### config.mk
export PLATFORM = sky130hd
export DESIGN_NAME = if_fetch_unit
export DESIGN_NICKNAME = d
export VERILOG_FILES = /design/src/rtl/if_fetch_unit.sv
export SDC_FILE = /design/constraint.sdc
export NUM_CORES = 1
export LEC_CHECK = 0
export CORE_ASPECT_RATIO = 0.75
export CORE_MARGIN = 10
export CORE_UTILIZATION = 45
export DETAILED_ROUTE_END_ITERATION = 12
export PLACE_DENSITY = 0.8
export SYNTH_ARGS = -nofsm -noshare
export SYNTH_HDL_FRONTEND = slang
export SYNTH_SLANG_ARGS = --single-unit
### constraint.sdc
create_clock -name clk -period 3.2 [get_ports clk]
set_input_delay 0.8 -clock clk [delete_from_list [all_inputs] [get_ports clk]]
set_output_delay 0.8 -clock clk [all_outputs]
set_load 0.05 [all_outputs]
### src/rtl/if_fetch_unit.sv
// if_fetch_unit: instruction-fetch stage feeding the IF/ID register.
// Owns the PC, runs a req/ack handshake with instruction memory, holds one
// fetched instruction plus its PC+1 and applies redirects resolved in ID,
// dropping wrong-path data, including a fetch still pending in memory.
// Optional feature macro: IF_ALIGN_CHECK_EN (misaligned jalr traps to EXC_VECTOR).
module if_fetch_unit #(
  parameter logic [29:0] RESET_PC = 30'h0000_0C00
) (
  input  logic        clk,
  input  logic        rst_n,
  input  logic        hazard,
  input  logic        BranchBubble,
  input  logic        br_taken,
  input  logic [29:0] br_target,
  input  logic        jump,
  input  logic        jal,
  input  logic [25:0] j_index,
  input  logic [29:0] id_pc_plus_4,
  input  logic        jalr,
  input  logic [31:0] jr_target,
  output logic        imem_req,
  output logic [29:0] imem_addr,
  input  logic        imem_ack,
  input  logic [31:0] imem_rdata,
  output logic        if_valid,
  output logic [31:0] if_ins,
  output logic [29:0] pc_plus_4,
  output logic        if_addr_err
);

`ifdef IF_ALIGN_CHECK_EN
  localparam logic [29:0] EXC_VECTOR = 30'h0000_1060;
`endif

  typedef enum logic [1:0] {
    S_IDLE,
    S_REQ,
    S_DROP
  } state_t;

  state_t      r_state;
  logic [29:0] r_pc;
  logic [29:0] r_addr;
  logic [29:0] r_pc_plus_4;
  logic [31:0] r_ins;
  logic        r_valid;
  logic        r_hold;
  logic        r_addr_err;

  logic        w_stall;
  logic        w_advance;
  logic        w_redirect;
  logic [29:0] w_target;
  logic        w_misaligned;
  logic        w_req;
  logic        w_ack;
  logic        w_unused;

  assign w_stall    = hazard | BranchBubble;
  assign w_advance  = r_valid & ~w_stall;
  assign w_redirect = (br_taken | jump | jal | jalr) & ~w_stall;

`ifdef IF_ALIGN_CHECK_EN
  assign w_misaligned = jalr & (|jr_target[1:0]);
  assign w_unused     = ^id_pc_plus_4[25:0];
`else
  assign w_misaligned = 1'b0;
  assign w_unused     = ^{id_pc_plus_4[25:0], jr_target[1:0]};
`endif

  // Redirect target select: jalr, then j/jal, then conditional branch
  always_comb begin
    w_target = br_target;
    if (jalr) begin
`ifdef IF_ALIGN_CHECK_EN
      w_target = w_misaligned ? EXC_VECTOR : jr_target[31:2];
`else
      w_target = jr_target[31:2];
`endif
    end else if (jump | jal) begin
      w_target = {id_pc_plus_4[29:26], j_index};
    end
  end

  // A new request starts only when unstalled (buffer then is empty or
  // advancing); once raised it is held until ack. DROP always requests.
  assign w_req = (r_state == S_DROP) |
                 ((r_state == S_REQ) & (r_hold | ~w_stall));
  assign w_ack = w_req & imem_ack;

  assign imem_req    = w_req;
  assign imem_addr   = r_addr;
  assign if_valid    = r_valid;
  assign if_ins      = r_ins;
  assign pc_plus_4   = r_pc_plus_4;
  assign if_addr_err = r_addr_err;

  // Fetch FSM, PC, output buffer and address-error pulse.
  // In DROP, r_pc already holds the redirect target while r_addr keeps the
  // old address stable until the pending fetch is acknowledged.
  always_ff @(posedge clk or negedge rst_n) begin
    if (!rst_n) begin
      r_state     <= S_IDLE;
      r_pc        <= RESET_PC;
      r_addr      <= RESET_PC;
      r_pc_plus_4 <= '0;
      r_ins       <= '0;
      r_valid     <= 1'b0;
      r_hold      <= 1'b0;
      r_addr_err  <= 1'b0;
    end else begin
      r_addr_err <= w_redirect & w_misaligned & (r_state != S_IDLE);
      case (r_state)
        S_IDLE: begin
          r_state <= S_REQ;
        end
        S_REQ: begin
          if (w_redirect) begin
            r_valid <= 1'b0;
            r_ins   <= '0;
            r_pc    <= w_target;
            if (w_req && !imem_ack) begin
              r_state <= S_DROP;
              r_hold  <= 1'b1;
            end else begin
              r_addr <= w_target;
              r_hold <= 1'b0;
            end
          end else if (w_ack) begin
            r_ins       <= imem_rdata;
            r_pc_plus_4 <= r_pc + 30'd1;
            r_valid     <= 1'b1;
            r_pc        <= r_pc + 30'd1;
            r_addr      <= r_pc + 30'd1;
            r_hold      <= 1'b0;
          end else begin
            if (w_advance) begin
              r_valid <= 1'b0;
              r_ins   <= '0;
            end
            if (w_req) begin
              r_hold <= 1'b1;
            end
          end
        end
        S_DROP: begin
          if (w_redirect) begin
            r_pc <= w_target;
          end
          if (imem_ack) begin
            r_state <= S_REQ;
            r_hold  <= 1'b0;
            r_addr  <= w_redirect ? w_target : r_pc;
          end
        end
        default: begin
          r_state <= S_IDLE;
        end
      endcase
    end
  end

endmodule

==> impl_metrics.csv <==
group,metric,value,unit
logic_synthesis,synth_edf_count,0,
power,switching_share,0.474,
drt,viasPerCell,5.59,
logic_synthesis,ys_seq_area_frac,0.459,
layout,nets,1114,
critical_path,worstSetupEndpointType,"output port",
logic_synthesis,syn-cell-area,0.00688,mm2
logic_synthesis,async_flop_share,1.00,
sta,fmax,341,MHz
drt,routedWlPerCell,19.4,um
power,p_switching,5.17,mW
min_path,min_path_type,"in -> async",
sta,rsz0062_at_grt,"false",
sta,fin_setup_tns,0,ps
clock_network,cts_hold_buf,0,
place,place_area,0.00937,mm2
drt,drtAntennaViolNets,0,
drt,drc,0,
clock_network,cts_inserted_buffers,17,
drt,vias,6531,
critical_path,cp_max_fo,4,
place,port_buffers,224,
sta,timing.final.ws_setup,265,ps
layout,final_common_cell,"clkdlybuf4s50_1",
sta,skew,14.4,ps
run,cap_violations,0,
critical_path,critPathLaunchType,"primary input",
logic_synthesis,ys_types,53,
sta,tightestPinTransition,861,ps
layout,instances_no_fill,1169,
clock_network,cts_tree,"done",
place,gp_congestion,0.935,
clock_network,cts_buffer_depth,2,
clock_network,cts_root_buf,"clkbuf_16",
logic_synthesis,netlist_instances,753,
clock_network,ctsResizeCount,0,
clock_network,insertion_delay,430,ps
global_routing,grt_overflow,0,
global_routing,grt_pass1_wl,35.9,mm
global_routing,antenna_found_initial,0,
layout,n_antenna_cell,0,
power,p_int,5.73,mW
outcome,run_status,"finished, final reports clean",
sta,setup_viol,0,
clock_network,cts_setup_buffers,0,
logic_synthesis,synth_seq_cells,126,
clock_network,cts.sinks,126,
critical_path,path_class,"in -> out",
power,comb_power_share,0.538,
layout,drive_gt1_frac,0.0809,
power,p_per_area,1090,mW/mm2
logic_synthesis,yosysWarnings,0,
global_routing,grt_pass1_vias,6525,
floorplan,io_pins,254,
floorplan,core,0.0151,mm2
critical_path,arrival,2140,ps
power,power_frac_seq,0.283,
power,p_leak,4.01,nW
floorplan,die_x,163,um
place,place_inst,1137,
power,max-vdd-ir-drop,0.000471,V
sta,finalMaxSlewViolations,0,
floorplan,die_y,127,um
logic_synthesis,syn_nets,916,
sta,slew_headroom,0.423,
place,post-place-ws,38.7,ps
drt,wl,22.7,mm
logic_synthesis,synth.avg_cell_area,9.14,um2
critical_path,reg2reg_slack,480,ps
layout,final_cell_mix,"clkdlybuf4s50_1 (221), nand2_1 (128), dfrtp_1 (122)",
sta,fin_crit_sh,0.917,
sta,fin_crit,2940,ps
critical_path,crit_required,2400,ps
logic_synthesis,synth_ff_type,"dfrtp_1",
layout,postLayoutCellArea,0.00995,mm2
layout,syn_to_final_growth,44.6,%
power,power.share.clock,0.179,
sta,hold_violations,0,
place,hpwl,17.1,mm
drt,drt_iter0_markers,692,
drt,drt_pre_antenna_iters,5,
clock_network,htree_levels,4,
global_routing,grt_max_degree,61,
floorplan,start_util,0.455,
floorplan,die_area,0.0207,mm2
clock_network,clk_pin_slew,60,ps
floorplan,rows,39,
global_routing,grtUsageTotal,0.217,
through the flow:
stage	hold slack, ps	util	total power [mW]
2_1_floorplan	490	-	6.78
3_3_place_gp	462	0.619	8.83
3_5_place_dp	469	0.619	8.95
4_1_cts	420	0.658	11.0
5_1_grt	449	0.658	11.5
6_report	407	0.658	10.9
state kept, by name, indices dropped and copies added (netlist names):
signal     cells
if_ins        32
imem_addr     30
pc_plus_4     30
r_pc          30
r_state        2
if_valid       1
r_hold         1
path summary, 6_finish.rpt:
kind,startpoint,to,cells after the start
min in group clk,pc_plus_4[1]$_DFFE_PN0P_,pc_plus_4[1]$_DFFE_PN0P_,2
worst max register to register,r_pc[1]$_DFFE_PN0P_,r_pc[26]$_DFFE_PN0P_,6
max in group asynchronous,rst_n,r_pc[10]$_DFFE_PN1P_,2
worst min-delay path,rst_n,pc_plus_4[25]$_DFFE_PN0P_,1
worst min register to register,pc_plus_4[1]$_DFFE_PN0P_,pc_plus_4[1]$_DFFE_PN0P_,2
worst max-delay path,BranchBubble,imem_req,5
power groups by stage:
stage          logic (mW)  registers [mW]  clock network (mW)
2_1_floorplan        2.10            4.68                   0
3_3_place_gp         5.79            3.05                   0
3_5_place_dp         5.86            3.10                   0
4_1_cts              5.90            3.08                1.98
5_1_grt              6.28            3.19                2.05
6_report             5.86            3.09                1.95
cell usage after synthesis (4+ instances only):
cell      instances  area [um2]
xor2_1           13         114
nor2_1           20        75.1
o21a_1           12        90.1
nand3_1           8        40.0
clkbuf_1         45         169
buf_1             4        15.0
nand2b_1          8        50.1
dfrtp_1         122        3050
nor3_1           31         155
mux2i_1          19         190
o31ai_1          22         165
a22o_1           32         280
a211o_1           5        43.8
a211oi_1          7        52.6
a31oi_1           6        37.5
o21ai_1           7        35.0
o21ai_0          84         420
buf_2            15        75.1
mux2_2            4        45.0
dfstp_2           4         105
o211ai_1         16         120
nand4_1          11        68.8
xnor2_1          29         254
o31a_1            9        78.8
nand2_1         128         480
nor4_1           16         100
inv_1             9        33.8
ha_1              4        50.1
a21oi_1          19        95.1
critical path, stage by stage:
cell and delay [ps]:
clkdlybuf4s50_1 480, nor2_1 90, nor3_1 370, nor2_1 200, buf_12 190
layout make-up:
class / instances / area [um2]
fill: 1231 / 5170
multi-input combinational: 547 / 3400
sequential: 126 / 3160
timing repair buffer: 250 / 2510
clock buffer: 25 / 475
tap: 205 / 256
clock inverter: 7 / 114
inverter: 9 / 33.8
cell families (layout without fill, tap and decap cells):
kind of cell	Yosys count	count (layout)	share of synthesized area
muxes	23	23	0.0342
DFF	126	126	0.459
AOI/OAI and AO/OA	230	230	0.220
xor gates and xnor gates	42	42	0.0534
and+or+nand+nor	247	247	0.174
buffers and inverters	80	291	0.0511
adders and majority gates	4	4	0.00727
other	1	1	0.000545
per-layer routing:
layer  GRT usage  vias up  wire length (um)
met5           0        -                 0
met4      0.0598        0               293
met3      0.0915       25              2560
met2       0.313      323              9640
met1       0.291     3058             10200
li1            -     3125                 -
No activity file was read; power rests on OpenSTA's default activity.
